### src/rtl/time_set_ctrl.sv
// Time-set control for the HH:MM:SS timer: button debounce, RUN/SET_H/SET_M/SET_S editor, load strobe, blink; `AUTO_REPEAT_EN adds held-inc auto-repeat.
// Latency: raw press -> event 2+DEBOUNCE_LIMIT cycles, event -> outputs 1 cycle; no backpressure, the timer must accept load when strobed.
module time_set_ctrl #(
  parameter int DEBOUNCE_W     = 20,
  parameter int DEBOUNCE_LIMIT = 500000,
  parameter int BLINK_W        = 25,
  parameter int BLINK_LIMIT    = 12500000
`ifdef AUTO_REPEAT_EN
  ,
  parameter int HOLD_LIMIT     = 25000000,
  parameter int REPEAT_LIMIT   = 5000000
`endif
) (
  input  logic       clk,
  input  logic       rst,
  input  logic       btn_mode,
  input  logic       btn_inc,
  input  logic [5:0] cur_hours,
  input  logic [5:0] cur_minutes,
  input  logic [5:0] cur_seconds,
  output logic [5:0] set_hours,
  output logic [5:0] set_minutes,
  output logic [5:0] set_seconds,
  output logic       load,
  output logic       timer_enabled,
  output logic [1:0] edit_field,
  output logic       blink
);

  typedef enum logic [1:0] {
    RUN   = 2'd0,
    SET_H = 2'd1,
    SET_M = 2'd2,
    SET_S = 2'd3
  } state_t;

  localparam logic [DEBOUNCE_W-1:0] DB_MAX = DEBOUNCE_W'(DEBOUNCE_LIMIT - 1);
  localparam logic [BLINK_W-1:0]    BL_MAX = BLINK_W'(BLINK_LIMIT - 1);

  // bit 0 = mode button, bit 1 = inc button
  logic [1:0]                 raw;
  logic [1:0]                 sync0;
  logic [1:0]                 sync1;
  logic [1:0]                 stable;
  logic [1:0]                 ev;
  logic [1:0][DEBOUNCE_W-1:0] db_cnt;

  assign raw = {btn_inc, btn_mode};

  always_ff @(posedge clk or negedge rst) begin
    if (!rst) begin
      sync0  <= 2'b11;
      sync1  <= 2'b11;
      stable <= 2'b00;
      ev     <= 2'b00;
      db_cnt <= '0;
    end else begin
      sync0 <= raw;
      sync1 <= sync0;
      ev    <= 2'b00;
      for (int i = 0; i < 2; i++) begin
        if (~sync1[i] == stable[i]) begin
          db_cnt[i] <= '0;
        end else if (db_cnt[i] == DB_MAX) begin
          db_cnt[i] <= '0;
          stable[i] <= ~sync1[i];
          ev[i]     <= ~sync1[i];
        end else begin
          db_cnt[i] <= db_cnt[i] + 1'b1;
        end
      end
    end
  end

  logic   mode_ev;
  logic   inc_ev;
  logic   inc_step;
  state_t state;

  assign mode_ev = ev[0];
  assign inc_ev  = ev[1];

`ifdef AUTO_REPEAT_EN
  localparam int HOLD_W = $clog2(HOLD_LIMIT + 1);
  localparam int RPT_W  = $clog2(REPEAT_LIMIT + 1);
  localparam logic [HOLD_W-1:0] HOLD_MAX = HOLD_W'(HOLD_LIMIT - 1);
  localparam logic [RPT_W-1:0]  RPT_MAX  = RPT_W'(REPEAT_LIMIT - 1);

  logic              rpt_armed;
  logic              rpt_active;
  logic              rpt_tick;
  logic [HOLD_W-1:0] hold_cnt;
  logic [RPT_W-1:0]  rpt_cnt;

  // Arms on an accepted inc event; any mode event, release, or RUN state drops it.
  always_ff @(posedge clk or negedge rst) begin
    if (!rst) begin
      rpt_armed  <= 1'b0;
      rpt_active <= 1'b0;
      rpt_tick   <= 1'b0;
      hold_cnt   <= '0;
      rpt_cnt    <= '0;
    end else begin
      rpt_tick <= 1'b0;
      if (mode_ev || !stable[1] || state == RUN) begin
        rpt_armed  <= 1'b0;
        rpt_active <= 1'b0;
        hold_cnt   <= '0;
        rpt_cnt    <= '0;
      end else if (inc_ev) begin
        rpt_armed  <= 1'b1;
        rpt_active <= 1'b0;
        hold_cnt   <= '0;
      end else if (rpt_armed && !rpt_active) begin
        if (hold_cnt == HOLD_MAX) begin
          rpt_active <= 1'b1;
          rpt_cnt    <= '0;
        end else begin
          hold_cnt <= hold_cnt + 1'b1;
        end
      end else if (rpt_active) begin
        if (rpt_cnt == RPT_MAX) begin
          rpt_tick <= 1'b1;
          rpt_cnt  <= '0;
        end else begin
          rpt_cnt <= rpt_cnt + 1'b1;
        end
      end
    end
  end

  assign inc_step = inc_ev | rpt_tick;
`else
  assign inc_step = inc_ev;
`endif

  logic [BLINK_W-1:0] blink_cnt;

  always_ff @(posedge clk or negedge rst) begin
    if (!rst) begin
      state         <= RUN;
      set_hours     <= 6'd0;
      set_minutes   <= 6'd0;
      set_seconds   <= 6'd0;
      load          <= 1'b0;
      timer_enabled <= 1'b1;
      edit_field    <= 2'd0;
      blink         <= 1'b0;
      blink_cnt     <= '0;
    end else begin
      load <= 1'b0;
      if (state == RUN) begin
        blink         <= 1'b0;
        blink_cnt     <= '0;
        timer_enabled <= 1'b1;
        if (mode_ev) begin
          state         <= SET_H;
          edit_field    <= 2'd1;
          timer_enabled <= 1'b0;
          set_hours     <= (cur_hours   < 6'd24) ? cur_hours   : 6'd0;
          set_minutes   <= (cur_minutes < 6'd60) ? cur_minutes : 6'd0;
          set_seconds   <= (cur_seconds < 6'd60) ? cur_seconds : 6'd0;
        end
      end else if (mode_ev) begin
        blink     <= 1'b0;
        blink_cnt <= '0;
        case (state)
          SET_H: begin
            state      <= SET_M;
            edit_field <= 2'd2;
          end
          SET_M: begin
            state      <= SET_S;
            edit_field <= 2'd3;
          end
          default: begin
            // timer_enabled stays low during the load cycle; RUN raises it next cycle
            state      <= RUN;
            edit_field <= 2'd0;
            load       <= 1'b1;
          end
        endcase
      end else if (inc_step) begin
        blink     <= 1'b0;
        blink_cnt <= '0;
        case (state)
          SET_H:   set_hours   <= (set_hours   == 6'd23) ? 6'd0 : set_hours   + 6'd1;
          SET_M:   set_minutes <= (set_minutes == 6'd59) ? 6'd0 : set_minutes + 6'd1;
          default: set_seconds <= (set_seconds == 6'd59) ? 6'd0 : set_seconds + 6'd1;
        endcase
      end else if (blink_cnt == BL_MAX) begin
        blink     <= ~blink;
        blink_cnt <= '0;
      end else begin
        blink_cnt <= blink_cnt + 1'b1;
      end
    end
  end

endmodule
### config.mk
export PLATFORM = sky130hd
export DESIGN_NAME = time_set_ctrl
export DESIGN_NICKNAME = d
export VERILOG_FILES = /design/src/rtl/time_set_ctrl.sv
export SDC_FILE = /design/constraint.sdc
export NUM_CORES = 1
export LEC_CHECK = 0
export CORE_MARGIN = 2
export CORE_UTILIZATION = 40
export CTS_CLUSTER_SIZE = 10
export DETAILED_ROUTE_END_ITERATION = 12
export HOLD_SLACK_MARGIN = 0.1
export PLACE_DENSITY_LB_ADDON = 0.15
export SKIP_LAST_GASP = 1
export SLEW_MARGIN = 5
export SYNTH_ARGS = -nofsm -noshare
export SYNTH_HDL_FRONTEND = slang
export SYNTH_SLANG_ARGS = --single-unit
### constraint.sdc
create_clock -name clk -period 3.2 [get_ports clk]
set_input_delay 0.48 -clock clk [delete_from_list [all_inputs] [get_ports clk]]
set_output_delay 0.48 -clock clk [all_outputs]
set_load 0.01 [all_outputs]
Word-level counts from Yosys, hierarchy flattened
Index checks and enable logic that the tools add are counted.
{ "op_classes": {"add_sub_neg": 6, "magnitude_cmp": 3, "n_eq_ne": 13, "n_mux": 45, "bitwise": 5, "reduce_logical": 11} }
{ "ops": {"columns": ["operator", "n"], "rows": [
  ["$mux W6", 21],
  ["$mux W25", 4],
  ["$mux W20", 4],
  ["$add A20 B1 Y20 const B", 2],
  ["$eq A20 B19 Y1 const B", 2],
  ["$add A25 B1 Y25 const B", 1],
  ["$eq A25 B24 Y1 const B", 1],
  ["$add A6 B1 Y6 const B", 3],
  ["$eq A6 B6 Y1 const B", 2],
  ["$lt A6 B6 Y1 const B", 2],
  ["$mux W1", 12],
  ["$reduce_and A4 Y1", 3],
  ["$eq A6 B5 Y1 const B", 1],
  ["$lt A6 B5 Y1 const B", 1],
  ["$mux W2", 3],
  ["$reduce_bool A2 Y1", 3],
  ["$not A1 Y1", 5],
  ["$ne A2 B1 Y1 const B", 2],
  ["$pmux W2 S2", 1],
  ["$reduce_and A2 Y1", 2],
  ["$reduce_bool A4 Y1", 1],
  ["$eq A1 B1 Y1", 2],
  ["$eq A2 B1 Y1 const B", 1],
  ["$eq A2 B2 Y1 const B", 1],
  ["3 further kinds", 3]
]} }
{ "word_totals": {"ff_bits": 96, "input_bits": 22, "output_inout_bits": 23, "wordCells": 98} }

Longest topological paths before layout
Gate-level depths: netlist (run 1).
{ "depth": {"ltp_word": 6, "depth_mapped": 8} }

Worst setup path after synthesis (run 1)
OpenSTA, ideal clock, no wires.
{ "synth_path": {"path_type": "reg2reg", "from": "register state[0]", "to": "register set_seconds[1]", "setup_ps": 126, "arrival_ps": 1933, "path_slack_ps": 1141, "stages_incl_launch_ff": 9, "path_buffers": 2, "path_cell_list": "dfrtp_1 > inv_1 > ha_1 > clkbuf_1 > or3b_2 > o21a_1 > clkbuf_1 > a221oi_1 > nor2_1"} }
{ "synth_between": {"elab_chain_len": 4, "elab_cells_between_ends": 9, "cone_classes": "eq/ne (5); mux (1); reduce/logical (3)"} }
{ "synth_lines": {"columns": ["item", "line", "source"], "rows": [
  ["from (decl)", "78", "state_t state;"],
  ["from (signal assigned)", "141", "state <= RUN;"],
  ["from (signal assigned)", "157", "state <= SET_H;"],
  ["from (signal assigned)", "169", "state <= SET_M;"],
  ["$eq A2 B2 Y1 / $eq A2 B1 Y1 (equally long branches)", "186", "case (state)"],
  ["$reduce_or A2 Y1 (no source line)", null, null],
  ["$ne A2 B1 Y1 (no source line)", null, null],
  ["$reduce_and A4 Y1 (no source line)", null, null],
  ["to (signal assigned)", "162", "set_seconds <= (cur_seconds < 6'd60) ? cur_seconds : 6'd0;"],
  ["to (signal assigned)", "189", "default: set_seconds <= (set_seconds == 6'd59) ? 6'd0 : set_seconds + 6'd1;"],
  ["to (decl)", "23", "output logic [5:0] set_seconds,"]
]} }
Parallel ways exist; a longest one is shown, timed or not.
A chain may end at the register's enable or synchronous reset.

Worst setup path after layout (run 1)
{ "layout_path": {"from": "register state[1]", "to": "register set_hours[3]"} }
{ "layout_between": {"elab_chain_len": 3, "elab_cells_between_ends": 7, "cone_classes": "eq/ne (3); mux (1); reduce/logical (3)"} }
{ "layout_lines": {"columns": ["item", "line", "source"], "rows": [
  ["$logic_not A2 Y1 / $eq A2 B1 Y1 (equally long branches)", "152, 186", null],
  ["$ne A2 B1 Y1 (no source line), or another cell as far along", null, null],
  ["$reduce_and A4 Y1 (no source line)", null, null],
  ["to (signal assigned)", "160", "set_hours <= (cur_hours < 6'd24) ? cur_hours : 6'd0;"],
  ["to (signal assigned)", "187", "SET_H: set_hours <= (set_hours == 6'd23) ? 6'd0 : set_hours + 6'd1;"],
  ["to (decl)", "21", "output logic [5:0] set_hours,"]
]} }
Parallel ways exist; a longest one is shown, timed or not.

==> results of run 1 <==
-- per-layer routing --
layer  vias to the layer above  routed length, um  GRT usage, %
met5                         -                  0             0
li1                       2009                  -             -
met3                        10                326          2.64
met1                      1989               4910          22.0
met2                        70               5020          27.9
met4                         0                122          6.27
-- worst max-delay path: cells and delay by family, from the launching register on --
family / cells / cell delay, ns
AOI/OAI and AO/OA: 3 / 0.87
adders and majority gates: 1 / 0.44
buffers and inverters: 3 / 0.42
DFF: 1 / 0.41
-- cells by family (layout without fill, tap and decap cells) --
logic type | Yosys count | count (layout) | share of synthesized area, %
adders and majority gates | 9 | 9 | 2.27
buffers and inverters | 33 | 84 | 2.80
DFF | 96 | 96 | 48.6
AOI/OAI and AO/OA | 113 | 113 | 14.4
xor gates and xnor gates | 38 | 38 | 6.72
and+or+nand+nor | 229 | 229 | 24.7
muxes | 2 | 2 | 0.404
-- metrics by stage --
| stage | cells | area, um2 | total power, mW | hold slack (ns) | setup slack (ns) |
|---|---|---|---|---|---|
| finish | 739 | 5910 | 2.46 | 0.158 | 0.995 |
| global route | 739 | 5910 | 2.56 | 0.193 | 0.800 |
| CTS | 739 | 5910 | 2.50 | 0.182 | 0.992 |
| detailed placement | 723 | 5600 | 1.38 | 0.348 | 1.01 |
| global placement | 723 | 5600 | 1.38 | 0.347 | 1.08 |
| floorplan | 520 | 4950 | 1.30 | 0.184 | 1.14 |
-- cells in the final DEF, fill, tap and decap left out, types with 8 or more instances in the layout --
| master | count |
|---|---|
| xnor2_1 | 24 |
| or4_1 | 17 |
| nor2_1 | 60 |
| nor3_1 | 10 |
| a21oi_1 | 32 |
| inv_1 | 15 |
| buf_4 | 8 |
| o31ai_1 | 12 |
| nand4_1 | 16 |
| o21ai_0 | 31 |
| clkbuf_16 | 9 |
| dfrtp_1 | 91 |
| clkdlybuf4s50_1 | 43 |
| xor2_1 | 14 |
| nand3_1 | 33 |
| or3_1 | 12 |
| and3_1 | 8 |
| ha_1 | 9 |
| nand2_1 | 35 |
-- area by class of cell --
class | instances | share of cell area [%]
multi-input combinational | 391 | 40.8
sequential | 96 | 40.8
timing repair buffer | 52 | 8.64
clock buffer | 9 | 3.81
tap | 168 | 3.56
clock inverter | 7 | 1.38
inverter | 16 | 1.02
-- state kept, by name, summed over array words and instances (netlist names), 2 cells and up --
| register | cells |
|---|---|
| set_seconds | 6 |
| db_cnt | 40 |
| sync1 | 2 |
| state | 2 |
| blink_cnt | 25 |
| stable | 2 |
| sync0 | 2 |
| set_hours | 6 |
| ev | 2 |
| set_minutes | 6 |
-- power groups by stage --
stage / clock, mW / sequential, mW / combinational, mW
final: 1.11 / 1.24 / 0.114
after global placement: 0 / 1.26 / 0.115
after CTS: 1.14 / 1.24 / 0.116
after global routing: 1.19 / 1.24 / 0.128
after detailed placement: 0 / 1.26 / 0.116
after floorplan: 0 / 1.26 / 0.0401
-- worst max path at each step --
| stage | start | endpoint | slack [ns] |
|---|---|---|---|
| floorplan | state[0] | set_seconds[1] | 1.14 |
| global placement | state[0] | set_hours[3] | 1.08 |
| detailed placement | state[1] | set_minutes[5] | 1.01 |
| CTS | state[1] | set_minutes[5] | 0.99 |
| global route | state[1] | set_minutes[5] | 0.80 |
| finish | state[1] | set_hours[3] | 0.99 |
==> flow_summary.rst, run 1 <==
.. list-table::
   :header-rows: 1

   * - Metric
     - Value
   * - Max cap viols
     - 0
   * - Switching Fraction
     - 23.2%
   * - Main area contributors after synthesis
     - dfrtp_1 (46%), nor2_1 (4.5%), xnor2_1 (4.2%)
   * - Number of nets in the layout
     - 597
   * - Result of the run
     - complete, no violations
   * - Critical path data required time
     - 3.46 ns
   * - Cell with the most instances after synthesis
     - dfrtp_1
   * - Sw power
     - 0.571 mW
   * - Number of vias after detailed routing
     - 4078
   * - Arrival time of the worst setup path
     - 2.47 ns
   * - Chip Width
     - 115 um
   * - Max Clock Freq
     - 453 MHz
   * - Post-synth top area cell
     - dfrtp_1
   * - Mapped Avg Cell Area
     - 9.53 um2
   * - Final max-slew violation count
     - 0
   * - Static leakage
     - 2.26 nW
   * - Synth cell types
     - 57
   * - Sink Count
     - 96
   * - Crit Reg-Reg Startpoint
     - state[1]
   * - Primary flip-flop cell chosen by synthesis mapping
     - dfrtp_1
   * - Largest driver fanout on the critical path
     - 14
   * - GRT Resource Usage Total
     - 16.7%
   * - Number of standard cells after synthesis
     - 520
   * - Wire length after detailed routing
     - 10400 um
   * - Setup TNS
     - 0 ns
   * - Startpoint class of the critical path
     - register
   * - Vias in the first global route
     - 3933
   * - Total area of multi-input combinational cells
     - 2410 um2
   * - Power Density
     - 417 nW/um2
   * - Share of final-layout standard cells stronger than drive strength 1
     - 7.53%
   * - Worst-case headroom to the max-slew limit
     - 54.9%
   * - Setup violators final
     - 0
   * - Power Internal
     - 1.89 mW
   * - Number of synthesized register bits
     - 96
   * - Drt pass-1 iters
     - 5
   * - Post-synthesis to final-layout area growth
     - 19.2%
   * - Number of enable flip-flop cells after synthesis
     - 0
   * - Top cell types by occurrence after synthesis
     - dfrtp_1 (91), nor2_1 (60), nand2_1 (35), nand3_1 (33), a21oi_1 (32)
   * - Power share of the clock group
     - 45.1%
   * - Number of post-CTS setup repair buffers
     - 0
   * - Worst Max-Slew Pin Slew
     - 0.669 ns
   * - Pin count of the biggest net entering global routing
     - 51
   * - Port buffer count
     - 44
   * - Proportion of netlist area held by the largest area contributor
     - 46.0%
   * - VDD IR-drop max
     - 0.283 mV
   * - Sequential Power Share
     - 50.3%
   * - Routability Congestion
     - 0.786
   * - Floorplan Core Area
     - 12100 um2
   * - Insertion delay to the later sink of the worst-skew pair
     - 0.35 ns
   * - Number of H-tree branching levels
     - 3
   * - Critical Path, Cell by Cell
     - inv_1 -> ha_1 -> clkinv_1 -> buf_4 -> a211oi_1 -> a22oi_1 -> o22ai_1
   * - Async S/R FF share, synth
     - 100%
   * - Number of cells traversed by the worst register-to-register path
     - 7
   * - Type of the worst setup path
     - register to register
   * - Remaining design rule violation count
     - 0
   * - Total half-perimeter wirelength after legalization and detailed placement
     - 7280 um
   * - Combinational fraction of design power
     - 4.6%
   * - Initial Util
     - 41.1%
   * - Number of antenna violations at the first check in global routing
     - 0
   * - Final hold violations
     - 0
   * - Clock edge transition at the registers on the reported setup and hold paths
     - 0.07 ns
   * - Mapped cell area
     - 4950 um2
   * - Delay of the slowest critical-path stage
     - 0.51 ns
   * - Sequential element share of the synthesized area
     - 48.6%
   * - Post-CTS Hold Buffers
     - 0
   * - Average detailed-routed wire length per instance
     - 14.0 um
   * - Wire length of the first global-routing pass
     - 18100 um
   * - TritonCTS Buffers
     - 9
   * - Clock Skews
     - 0.0101 ns
   * - I/O pin cnt
     - 45
   * - Filler Cell Count
     - 1103
   * - Cell with the largest stage delay on the worst path
     - a211oi_1
   * - Count of yosys warnings during synthesis
     - 0
   * - Net count after synthesis
     - 551
   * - Clock tree root buffer cell
     - clkbuf_16
   * - End of the worst register-to-register path
     - set_hours[3]
   * - Kind of end point of the critical path
     - register
   * - RSZ-0062 raised after global routing
     - no
   * - Layout Utilization
     - 49.0%
   * - Remaining Overflow, GRT
     - 0
   * - Sequential cell area
     - 2410 um2
   * - Share of the clock period used by the worst path
     - 68.9%
   * - Number of nets with antenna violations after routing
     - 0
   * - CTS tree
     - yes
   * - Number of resized instances in the post-cts repair step
     - 0
   * - Starting DRC count in detailed routing
     - 331
   * - Flop-to-flop setup slack
     - 0.99 ns
   * - Die area
     - 13300 um2
   * - Vertical die dimension
     - 115 um
   * - Maximum root-to-sink buffer count
     - 2
   * - Fin crit period
     - 2.21 ns
   * - Antenna cell count
     - 0
   * - Classification of the worst-slack hold path
     - primary input to async pin
   * - Via density per instance
     - 5.52
   * - Row count
     - 40
No activity file was read; power rests on OpenSTA's default activity.
==> inputs of run 2 (changes only) <==
==> constraint.sdc (replaced) <==
create_clock -name clk -period 2.1 [get_ports clk]
set_input_delay 0.315 -clock clk [delete_from_list [all_inputs] [get_ports clk]]
set_output_delay 0.315 -clock clk [all_outputs]
set_load 0.01 [all_outputs]
==> run 2 against run 1 <==
  * Sequential power increased by 52%
  * Global-route usage increased by 0.17 points
  * Via count stayed put
  * Count of clock-buffer cells in the layout rose by 5
  * First-iteration DRC count is 21% higher
  * Final cell count up 2.7%
  * Sequential share of layout area shrank 1.2 points
  * Clock skew shrank 0.0034 ns
  * Largest cell class unchanged
  * Highest routed layer unchanged
==> flow_summary.rst, run 2 (same netlist as run 1, synthesis figures left out) <==
.. list-table::
   :header-rows: 1

   * - Metric
     - Value
   * - Registers with the most flip-flops
     - db_cnt: 40 flops, blink_cnt: 25 flops
   * - Post-layout total power
     - 3.78 mW
   * - Critical path data required time
     - 2.37 ns
   * - Hold_ws
     - 0.352 ns
   * - Share of the clock period used by the worst path
     - 92.9%
   * - Setup TNS
     - 0 ns
   * - Static leakage
     - 2.37 nW
   * - Insertion delay to the later sink of the worst-skew pair
     - 0.34 ns
   * - Number of nets in the layout
     - 617
   * - Result of the run
     - complete, no violations
   * - Die area
     - 13300 um2
   * - Max Clock Freq
     - 512 MHz
   * - Final max-slew violation count
     - 0
   * - Initial Util
     - 41.1%
   * - Startpoint class of the critical path
     - register
   * - Pin count of the biggest net entering global routing
     - 44
   * - Largest driver fanout on the critical path
     - 10
   * - GRT Resource Usage Total
     - 16.9%
   * - Routability Congestion
     - 0.850
   * - Arrival time of the worst setup path
     - 2.22 ns
   * - Share of final-layout standard cells stronger than drive strength 1
     - 11.0%
   * - Remaining Overflow, GRT
     - 0
   * - Kind of end point of the critical path
     - register
   * - Via density per instance
     - 5.37
   * - Wire length after detailed routing
     - 10400 um
   * - Register with the highest flop count
     - db_cnt
   * - I/O pin cnt
     - 45
   * - Worst Max-Slew Pin Slew
     - 0.564 ns
   * - Most frequent cells in the layout
     - dfrtp_1 (91), nor2_1 (60), clkdlybuf4s50_1 (43)
   * - Antenna cell count
     - 0
   * - Type of the worst setup path
     - register to register
   * - RSZ-0062 raised after global routing
     - no
   * - Floorplan Core Area
     - 12100 um2
   * - Number of H-tree branching levels
     - 3
   * - Wire length of the first global-routing pass
     - 18200 um
   * - Clock Skews
     - 0.00678 ns
   * - Post-synthesis to final-layout area growth
     - 22.8%
   * - Fin crit period
     - 1.95 ns
   * - Placed cell areas
     - 5740 um2
   * - Chip Width
     - 115 um
   * - Number of nets with antenna violations after routing
     - 0
   * - Number of vias after detailed routing
     - 4078
   * - Max cap viols
     - 0
   * - Final design area excluding fillers
     - 6080 um2
   * - Clock edge transition at the registers on the reported setup and hold paths
     - 0.07 ns
   * - Clock tree root buffer cell
     - clkbuf_16
   * - Drt pass-1 iters
     - 4
   * - Vertical die dimension
     - 115 um
   * - TritonCTS Buffers
     - 9
   * - Maximum root-to-sink buffer count
     - 2
   * - Number of antenna violations at the first check in global routing
     - 0
   * - Most common cell after layout, fill and taps aside
     - dfrtp_1
   * - Largest register FFs
     - 40
   * - Starting DRC count in detailed routing
     - 400
   * - CTS tree
     - yes
   * - Power Density
     - 621 nW/um2
   * - Row count
     - 40
   * - Final hold violations
     - 0
   * - Setup violators final
     - 0
   * - Remaining design rule violation count
     - 0
   * - VDD IR-drop max
     - 0.309 mV
   * - Classification of the worst-slack hold path
     - register to register
   * - Average detailed-routed wire length per instance
     - 13.7 um
   * - Sink Count
     - 96
   * - Vias in the first global route
     - 3955
   * - Worst-case headroom to the max-slew limit
     - 62.4%
   * - Total half-perimeter wirelength after legalization and detailed placement
     - 7550 um
   * - Port buffer count
     - 44
-- run 2: changes by cell type in the layout (fill, tap and decap cells not counted), moves of 2 or more --
| cell | delta |
|---|---|
| clkbuf_8 | +3 |
| clkinvlp_4 | -2 |
| buf_4 | +19 |
| clkbuf_1 | +2 |
| clkinv_4 | -2 |
-- run 2: final timing paths --
kind / startpoint / endpoint / slack, ns / cells after the start
max: db_cnt[23] / db_cnt[37] / 0.15 / 4
min: sync0[0] / sync1[0] / 0.35 / 0
max reg2reg: db_cnt[23] / db_cnt[37] / 0.15 / 4
min reg2reg: sync0[0] / sync1[0] / 0.35 / 0
max in group asynchronous: rst / timer_enabled / 0.92 / 3
min in group asynchronous: rst / db_cnt[6] / 0.50 / 2
-- run 2: critical path, cell delays in order, from the launching register on --
cell and delay [ns]:
dfrtp_1 0.41, nand3_1 0.16, or4_1 0.71, or4_1 0.45, a21oi_1 0.15
-- run 2: final cells by class --
type                    instances  area (um2)
well taps                     168         210
clock inverters                 2        37.5
flip-flops and latches         96        2410
multi-input cells             391        2430
repair buffers                 72         663
fillers                      1088        5980
clock buffers                  14         274
inverters                      16        60.1
-- run 2: where the power goes --
part           leakage, nW  internal (mW)  switching, mW
Clock                0.149           1.02          0.683
Combinational        0.973         0.0888         0.0987
Sequential            1.24           1.87         0.0166
Total                 2.37           2.98          0.798
-- run 2: routing by layer --
layer | vias to the layer above | global-route usage [%] | part of all wire (%)
li1 | 2049 | - | -
met5 | - | 0 | 0
met3 | 9 | 3.74 | 2.6
met1 | 1975 | 22.5 | 48
met4 | 0 | 5.38 | 1.1
met2 | 45 | 27.6 | 48
-- run 2: timing repair --
action,4_1_cts,5_1_grt
endpoints found under the hold margin,37,0
setup buffers,0,0
hold buffers,1,0
resized for setup,0,5
endpoints found under the setup margin,0,11
-- run 2: through the flow --
step	util [%]	instances	setup slack (ns)
CTS	50.3	759	0.102
global route	50.4	759	0.0107
detailed placement	47.6	742	0.118
global placement	47.6	742	0.165
floorplan	-	520	0.0410
finish	50.4	759	0.148
==> inputs of run 3 (changes only) <==
--- a/config.mk
+++ b/config.mk
@@ -5,6 +5,7 @@
 export SDC_FILE = /design/constraint.sdc
 export NUM_CORES = 1
 export LEC_CHECK = 0
+export ABC_AREA = 1
 export CORE_MARGIN = 2
 export CORE_UTILIZATION = 40
 export CTS_CLUSTER_SIZE = 10
==> run 3 against run 2 <==
  * Final cell count up 29%
  * Sequential cell count is the same
  * Die area up 9.9%
  * Fmax rose by 13%
  * Non-clock buffer count down 20
  * Register-to-register slack better by 0.24 ns
  * Sequential power barely moved
  * Clock power up 5%
  * Hold slack gained 0.0057 ns
  * Count of clock-buffer cells in the layout decreased by 4
  * Final area grew 6.6%
  * Combinational power decreased by 22%
  * Highest routed layer unchanged
==> flow_summary.rst, run 3 <==
.. list-table::
   :header-rows: 1

   * - Metric
     - Value
   * - Share of the clock period used by the worst path
     - 82.1%
   * - Maximum root-to-sink buffer count
     - 2
   * - Initial Util
     - 41.1%
   * - Port buffer count
     - 44
   * - Arrival time of the worst setup path
     - 1.41 ns
   * - Setup TNS
     - 0 ns
   * - Number of nets with antenna violations after routing
     - 0
   * - Final design area excluding fillers
     - 6480 um2
   * - Proportion of netlist area held by the largest area contributor
     - 41.7%
   * - Filler Cell Count
     - 1316
   * - Max cap viols
     - 0
   * - Result of the run
     - complete, no violations
   * - GRT Resource Usage Total
     - 18.3%
   * - Count of non-filler cells in the finished layout
     - 976
   * - Power Internal
     - 2.98 mW
   * - Number of enable flip-flop cells after synthesis
     - 0
   * - Type of the worst setup path
     - register to output port
   * - Row count
     - 42
   * - Sw power
     - 0.824 mW
   * - Number of resized instances in the post-cts repair step
     - 0
   * - CP delay by family, top
     - flip-flops
   * - Chip Width
     - 121 um
   * - Average detailed-routed wire length per instance
     - 12.6 um
   * - Number of antenna violations at the first check in global routing
     - 0
   * - Mapped Avg Cell Area
     - 7.41 um2
   * - Number of post-CTS setup repair buffers
     - 0
   * - Post-CTS Hold Buffers
     - 1
   * - CTS tree
     - yes
   * - Switching Fraction
     - 21.7%
   * - Static leakage
     - 2.77 nW
   * - Setup violators final
     - 0
   * - Floorplan Core Area
     - 13300 um2
   * - Max Clock Freq
     - 580 MHz
   * - Worst Slack Setup Final
     - 0.376 ns
   * - Largest register FFs
     - 40
   * - Count of yosys warnings during synthesis
     - 0
   * - Clock edge transition at the registers on the reported setup and hold paths
     - 0.07 ns
   * - Worst-case headroom to the max-slew limit
     - 69.4%
   * - Largest driver fanout on the critical path
     - 2
   * - Number of synthesized register bits
     - 96
   * - Remaining design rule violation count
     - 0
   * - I/O pin cnt
     - 45
   * - Drt pass-1 iters
     - 6
   * - Number of vias after detailed routing
     - 4737
   * - Wire length of the first global-routing pass
     - 21500 um
   * - Number of nets in the layout
     - 826
   * - TritonCTS Buffers
     - 9
   * - Fin crit period
     - 1.72 ns
   * - Mapped cell area
     - 5460 um2
   * - Total area of multi-input combinational cells
     - 2730 um2
   * - Top cell types by occurrence after synthesis
     - nand2_1 (177), nor2_1 (172), dfrtp_1 (91), inv_1 (74), nand3_1 (69)
   * - RSZ-0062 raised after global routing
     - no
   * - Die area
     - 14600 um2
   * - Critical Path, Cell by Cell
     - clkdlybuf4s50_1
   * - Via density per instance
     - 4.85
   * - Final max-slew violation count
     - 0
   * - Post-synthesis to final-layout area growth
     - 18.7%
   * - Power share of the clock group
     - 46.9%
   * - Most common cell after layout, fill and taps aside
     - nand2_1
   * - Clock Skews
     - 0.00517 ns
   * - Power Density
     - 586 nW/um2
   * - Delay of the slowest critical-path stage
     - 0.54 ns
   * - Most frequent cells in the layout
     - nand2_1 (177), nor2_1 (172), dfrtp_1 (91)
   * - Total half-perimeter wirelength after legalization and detailed placement
     - 9190 um
   * - Combinational fraction of design power
     - 3.8%
   * - Wire length after detailed routing
     - 12300 um
   * - VDD IR-drop max
     - 0.542 mV
   * - Routability Congestion
     - 0.905
   * - Remaining Overflow, GRT
     - 0
   * - Main area contributors after synthesis
     - dfrtp_1 (42%), nand2_1 (12%), nor2_1 (12%)
   * - Async S/R FF share, synth
     - 100%
   * - Hold_ws
     - 0.358 ns
   * - Startpoint class of the critical path
     - register
   * - Vertical die dimension
     - 121 um
   * - Number of H-tree branching levels
     - 3
   * - Placed cell areas
     - 6150 um2
   * - Register with the highest flop count
     - db_cnt
   * - Antenna cell count
     - 0
   * - Placed cell count
     - 959
   * - Clock tree root buffer cell
     - clkbuf_16
   * - Registers with the most flip-flops
     - db_cnt: 40 flops, blink_cnt: 25 flops
   * - Starting DRC count in detailed routing
     - 279
   * - Net count after synthesis
     - 768
   * - Cell with the largest stage delay on the worst path
     - dfstp_2
   * - Sequential element share of the synthesized area
     - 44.1%
   * - Primary flip-flop cell chosen by synthesis mapping
     - dfrtp_1
   * - Number of buffers and inverters on the critical path
     - 1
   * - Kind of end point of the critical path
     - output port
   * - Worst Max-Slew Pin Slew
     - 0.456 ns
   * - Classification of the worst-slack hold path
     - register to register
   * - Critical path data required time
     - 1.78 ns
   * - Sequential Power Share
     - 49.2%
   * - Post-synth top area cell
     - dfrtp_1
   * - Pin count of the biggest net entering global routing
     - 33
   * - Cell with the most instances after synthesis
     - nand2_1
   * - Sink Count
     - 96
   * - Final hold violations
     - 0
   * - Insertion delay to the later sink of the worst-skew pair
     - 0.35 ns
   * - Sequential cell area
     - 2410 um2
   * - Share of final-layout standard cells stronger than drive strength 1
     - 7.25%
   * - Synth cell types
     - 31
   * - Vias in the first global route
     - 4638
   * - Number of standard cells after synthesis
     - 737
   * - Placement Setup Slack
     - 0.396 ns
==> run 3: metal layers <==
layer / vias up / track usage [%] / share of wire (%)
li1: 2442 / - / -
met1: 2212 / 23.7 / 48
met2: 75 / 30.5 / 48
met3: 8 / 4.65 / 3.8
met4: 0 / 4.36 / 0.84
met5: - / 0 / 0
==> run 3: cells by family (layout without fill, tap and decap cells) <==
| logic type | Yosys count | count (layout) | synth area share, % |
|---|---|---|---|
| AO/OA/AOI/OAI | 43 | 43 | 4.47 |
| XOR/XNOR | 40 | 40 | 6.41 |
| adder cells (fa/ha/maj) | 9 | 9 | 2.06 |
| buffers and inverters | 82 | 145 | 5.89 |
| flip-flops | 96 | 96 | 44.1 |
| AND/OR/NAND/NOR | 467 | 467 | 37.1 |
==> run 3: worst paths after layout <==
kind,start,endpoint,slack (ns),cells past startpoint
max,timer_enabled,timer_enabled,0.38,1
min reg2reg,sync0[1],sync1[1],0.36,0
min,sync0[1],sync1[1],0.36,0
max in group asynchronous,rst,sync1[0],1.04,3
min in group asynchronous,rst,blink_cnt[17],0.43,2
max reg2reg,state[0],set_hours[3],0.39,8
==> run 3: power groups by stage <==
stage                     clock network [mW]  registers, mW  logic, mW
after detailed placement                   0           1.91      0.149
after CTS                               1.84           1.87      0.151
after global placement                     0           1.91      0.147
after floorplan                            0           1.91     0.0429
final                                   1.78           1.87      0.146
after global routing                    1.92           1.87      0.167
==> run 3: stage by stage <==
step	total power [mW]	util (%)
after floorplan	1.95	-
after global placement	2.05	46.3
after detailed placement	2.06	46.3
after CTS	3.86	48.8
after global routing	3.95	48.8
final	3.80	48.8
==> run 3: area by class of cell <==
cell class	count	area share (%)
Inverter	77	4.46
Tap cell	176	3.40
Clock buffer	10	3.53
Timing Repair Buffer	52	7.91
Clock inverter	6	1.45
Multi-Input combinational cell	559	42.1
Sequential cell	96	37.1
